<file path="config.mk">
export PLATFORM = sky130hd
export DESIGN_NAME = universal_shift_reg
export DESIGN_NICKNAME = d
export VERILOG_FILES = /design/src/rtl/cpu_pkg.sv /design/src/rtl/universal_shift_reg_d_ff.sv /design/src/rtl/universal_shift_reg.sv
export SDC_FILE = /design/constraint.sdc
export NUM_CORES = 1
export LEC_CHECK = 0
export ABC_AREA = 1
export CELL_PAD_IN_SITES_DETAIL_PLACEMENT = 1
export CELL_PAD_IN_SITES_GLOBAL_PLACEMENT = 2
export CORE_ASPECT_RATIO = 0.7
export CORE_UTILIZATION = 20
export DETAILED_ROUTE_END_ITERATION = 8
export PLACE_DENSITY_LB_ADDON = 0.1
export SLEW_MARGIN = 20
export SYNTH_ARGS = -nofsm -noshare
export SYNTH_HDL_FRONTEND = slang
export SYNTH_HIERARCHICAL = 1
export SYNTH_SLANG_ARGS = --single-unit
</file>
<file path="constraint.sdc">
create_clock -name CLK -period 1.2 [get_ports CLK]
set_input_delay 0.18 -clock CLK [delete_from_list [all_inputs] [get_ports CLK]]
set_output_delay 0.18 -clock CLK [all_outputs]
set_load 0.005 [all_outputs]
</file>
<file path="src/rtl/cpu_pkg.sv">
// Shared definitions for the universal shift register and its bench.
package cpu_pkg;

  // Operation select for the universal shift register.
  typedef enum logic [1:0] {
    HOLD = 2'b00,
    SHR  = 2'b01,
    SHL  = 2'b10,
    LOAD = 2'b11
  } mode_e;

endpackage : cpu_pkg

</file>
<file path="src/rtl/universal_shift_reg_d_ff.sv">
// Single-bit rising-edge D flip-flop with synchronous active-low reset.
module d_ff (
  input  logic clk,
  input  logic rst_n,
  input  logic d,
  output logic q,
  output logic qbar
);

  // Capture d on the rising edge; reset clears the bit.
  always_ff @(posedge clk) begin
    if (!rst_n) q <= 1'b0;
    else        q <= d;
  end

  // Complement is a pure decode of the stored bit.
  always_comb begin
    qbar = ~q;
  end

endmodule : d_ff

</file>
<file path="src/rtl/universal_shift_reg.sv">
// Universal shift register: hold / shift right / shift left / parallel load,
// with serial-out capture and a saturating shift counter.
module universal_shift_reg
  import cpu_pkg::*;
#(
  parameter int WIDTH = 8
) (
  input  logic                       CLK,
  input  logic                       RST_N,
  input  logic [1:0]                 Mode,
  input  logic [WIDTH-1:0]           D,
  input  logic                       SinR,
  input  logic                       SinL,
  output logic [WIDTH-1:0]           Q,
  output logic [WIDTH-1:0]           Qbar,
  output logic                       SoutR,
  output logic                       SoutL,
  output logic [$clog2(WIDTH+1)-1:0] Cnt,
  output logic                       Full
);

  localparam int CNT_W = $clog2(WIDTH+1);

  mode_e              mode;
  logic [WIDTH-1:0]   q_r;
  logic [WIDTH-1:0]   qbar_r;
  logic [WIDTH-1:0]   shr_vec;
  logic [WIDTH-1:0]   shl_vec;
  logic               sout_r_q;
  logic               sout_l_q;
  logic [CNT_W-1:0]   cnt_q;

  // Decode the raw mode bits and form both shifted candidates.
  always_comb begin
    mode    = mode_e'(Mode);
    shr_vec = {SinR, q_r[WIDTH-1:1]};
    shl_vec = {q_r[WIDTH-2:0], SinL};
  end

  for (genvar i = 0; i < WIDTH; i++) begin : g_bit
    logic mux_out;

    // Per-bit 4:1 mode multiplexer feeding the storage flop.
    always_comb begin
      mux_out = q_r[i];
      unique case (mode)
        HOLD: mux_out = q_r[i];
        SHR:  mux_out = shr_vec[i];
        SHL:  mux_out = shl_vec[i];
        LOAD: mux_out = D[i];
      endcase
    end

    d_ff u_d_ff (
      .clk  (CLK),
      .rst_n(RST_N),
      .d    (mux_out),
      .q    (q_r[i]),
      .qbar (qbar_r[i])
    );
  end

  // Serial-out capture: each side updates only on its own shift direction.
  always_ff @(posedge CLK) begin
    if (!RST_N) begin
      sout_r_q <= 1'b0;
      sout_l_q <= 1'b0;
    end else begin
      unique case (mode)
        HOLD: ;
        SHR:  sout_r_q <= q_r[0];
        SHL:  sout_l_q <= q_r[WIDTH-1];
        LOAD: begin
          sout_r_q <= 1'b0;
          sout_l_q <= 1'b0;
        end
      endcase
    end
  end

  // Shift counter: cleared by reset/load, saturates at WIDTH.
  always_ff @(posedge CLK) begin
    if (!RST_N) begin
      cnt_q <= '0;
    end else begin
      unique case (mode)
        HOLD: ;
        SHR, SHL: if (cnt_q != CNT_W'(WIDTH)) cnt_q <= cnt_q + CNT_W'(1);
        LOAD: cnt_q <= '0;
      endcase
    end
  end

  // Output decodes of registered state only.
  always_comb begin
    Q     = q_r;
    Qbar  = qbar_r;
    SoutR = sout_r_q;
    SoutL = sout_l_q;
    Cnt   = cnt_q;
    Full  = (cnt_q == CNT_W'(WIDTH));
  end

endmodule : universal_shift_reg
</file>
==> flow_metrics.env <==
export IMPL_fin_crit_ns=1.18
export IMPL_maxCapViolations=0
export IMPL_clock_root_buffer="clkbuf_8"
export IMPL_drc_errors=0
export IMPL_chipWidth_um=80.4
export IMPL_finalPower_mw=1.40
export IMPL_drv_slew=0
export IMPL_p_int_mw=1.01
export IMPL_ir_worst_vdd_uv=506
export IMPL_nFillCells=513
export IMPL_synth_area_per_cell_um2=6.42
export IMPL_syn_instance_count=134
export IMPL_clkSinkCount=14
export IMPL_share_seq_of_total_power=0.372
export IMPL_dr_first_iter_drc_count=19
export IMPL_synth_top_area_frac=0.326
export IMPL_synth_nets=154
export IMPL_cp_arrival_ns=1.00
export IMPL_synth_area_leader_cell="dfxtp_1"
export IMPL_coreArea_um2=4020
export IMPL_hp_class="reg2reg"
export IMPL_p_sw_frac=0.276
export IMPL_end_kind="output pin"
export IMPL_die_h_um=56.9
export IMPL_grt_usage=0.145
export IMPL_cp_top_family="flip-flops"
export IMPL_multi_input_area_um2=482
export IMPL_holdBufCountCts=0
export IMPL_cp_num_buf_inv=3
export IMPL_slew_headroom=0.850
export IMPL_regArea_um2=299
export IMPL_synth_edf_count=0
export IMPL_avgRoutedWirePerCell_um=11.8
export IMPL_synth_common_cells="39 x nand2_1, 30 x inv_1, 14 x dfxtp_1, 11 x a21oi_1, 11 x nor2_1"
export IMPL_yosysWarnings=6
export IMPL_clock_skew_ns=0.00166
export IMPL_setup_violations=0
export IMPL_antenna_found_initial=0
export IMPL_fmax_mhz=846
export IMPL_ys_seq_area_frac=0.326
export IMPL_setup_tns_ns=0
export IMPL_vias_per_cell=4.20
export IMPL_overflow=0
export IMPL_yosys_most_used_dff="dfxtp_1"
export IMPL_vias=1058
export IMPL_power_switching_mw=0.385
export IMPL_synthTopCellsByArea="dfxtp_1 33%, nand2_1 17%, inv_1 13%, ha_1 8.7%, a21oi_1 6.4%"
export IMPL_criticalPathCategory="reg2out"
export IMPL_grt_pass1_vias=1082
export IMPL_synth_most_common_cell="nand2_1"
export IMPL_rsz0062_at_grt="true"
export IMPL_drive_gt1_frac=0.310
export IMPL_io_buffers=36
export IMPL_synth_cell_type_count=15
export IMPL_antennaDiodeCount=0
export IMPL_timing_worst_slew_pin_value_ns=0.225
export IMPL_crit_required_ns=1.02
export IMPL_path_cells="inv_2 -> ha_4 -> nand3_2 -> inv_1 -> buf_2"
export IMPL_grt_max_degree=11
export IMPL_dieArea_um2=4570
export IMPL_clockPowerShare=0.342
export IMPL_status="finished, final reports clean"
export IMPL_cts_buffers=3
export IMPL_cts_tree="yes"
export IMPL_combPwrFrac=0.287
export IMPL_antenna_left=0
export IMPL_rows=19
export IMPL_dp_hpwl_um=2380
export IMPL_finalCritPeriodShare=0.984
export IMPL_clkTransAtPathRegs_ns=0.06
export IMPL_place_congestion=0.800
export IMPL_clk_latency_ns=0.25
export IMPL_grt_pass1_wl_um=4950
export IMPL_finalHoldViolations=0
export IMPL_post_route_util=0.390
export IMPL_slowest_stage="dfxtp_2"
export IMPL_wl_um=2970
export IMPL_p_leak_nw=0.809
export IMPL_ioPinCount=37
export IMPL_synthToLayoutAreaGrowth_pct=82.1
export IMPL_synth_seq_cells=14
export IMPL_powerDensity_nw_per_um2=891
export IMPL_drt_pass1_iterations=4
export IMPL_dpl_worst_slack_ns=-0.487
export IMPL_postSynth_asyncResetShare=0
export IMPL_cp_start_kind="flop"
export IMPL_max_stage_delay_ns=0.32
export IMPL_initial_core_util=0.214
export IMPL_ctsHtreeMaxLevel=1
export IMPL_final_nets=221
export IMPL_synth_area_um2=861
export IMPL_worst_slack_ns=0.0186
export IMPL_clk_path_buf_depth=2
export IMPL_cp_max_fo=2
[metal layers]
| layer | GRT usage | wire length [um] | share of wire |
|---|---|---|---|
| met5 | 0 | 0 | 0 |
| met1 | 0.197 | 1550 | 0.52 |
| met4 | 0.0230 | 16 | 0.0054 |
| met2 | 0.226 | 1270 | 0.43 |
| met3 | 0.0439 | 136 | 0.046 |
[sequential cells by signal (all words and copies together), names as in the netlist]
signal          flops
g_bit.u_d_ff/q      8
Cnt                 4
SoutR               1
SoutL               1
[layout make-up]
cell class / instances / share of cell area
Multi-Input combinational cell: 86 / 0.307
Sequential cell: 14 / 0.191
Inverter: 30 / 0.0718
Tap cell: 52 / 0.0415
Timing Repair Buffer: 66 / 0.354
Clock buffer: 4 / 0.0351
[cell families after synthesis]
group,synth area share
adders and majority gates,0.0872
AOI/OAI and AO/OA,0.134
buffers and inverters,0.167
DFF,0.326
and+or+nand+nor,0.286
[per-stage QoR]
stage,cells,instance area [um^2],hold slack (ns)
2_1_floorplan,134,861,0.278
3_3_place_gp,238,1410,0.455
3_5_place_dp,238,1410,0.466
4_1_cts,251,1550,0.468
5_1_grt,252,1570,0.484
6_report,252,1570,0.457
[tightest hold or removal path, delay by kind of cell (launching register included)]
kind            cells  cell delay [ns]
flops               1             0.32
simple gates        1             0.06
compound gates      1             0.05
[final timing paths]
check	to	start	depth (start not counted)	slack (ns)
setup / recovery	Full	Cnt[0]	5	0.02
hold / removal	SoutL	SoutL	2	0.46
hold reg to reg	SoutL	SoutL	2	0.46
setup reg to reg	Cnt[2]	Cnt[0]	8	0.05
[what timing repair did]
item,CTS,global route
buffers inserted,9,1
setup endpoints to repair,37,4
resized for setup,53,4
pin swaps,3,6
[power by group through the flow]
stage | combinational (mW) | clock, mW | sequential [mW]
global placement | 0.364 | 0 | 0.531
CTS | 0.390 | 0.504 | 0.520
floorplan | 0.137 | 0 | 0.533
detailed placement | 0.369 | 0 | 0.531
global route | 0.447 | 0.518 | 0.524
finish | 0.401 | 0.477 | 0.519
[layout by cell type, fill, tap and decap left out, drive strengths merged]
cell           netlist  routed
a21oi               11      11
a31oi                8       8
buf                  3      31
clkbuf               1       4
clkdlybuf4s50        0      11
dfxtp               14      14
dlygate4sd2          0      24
ha                   6       6
inv                 30      30
nand2               39      39
nand3                6       6
nand4                3       3
nor2                11      11
o21ai                2       2
Power figures use the tool's default switching activity.
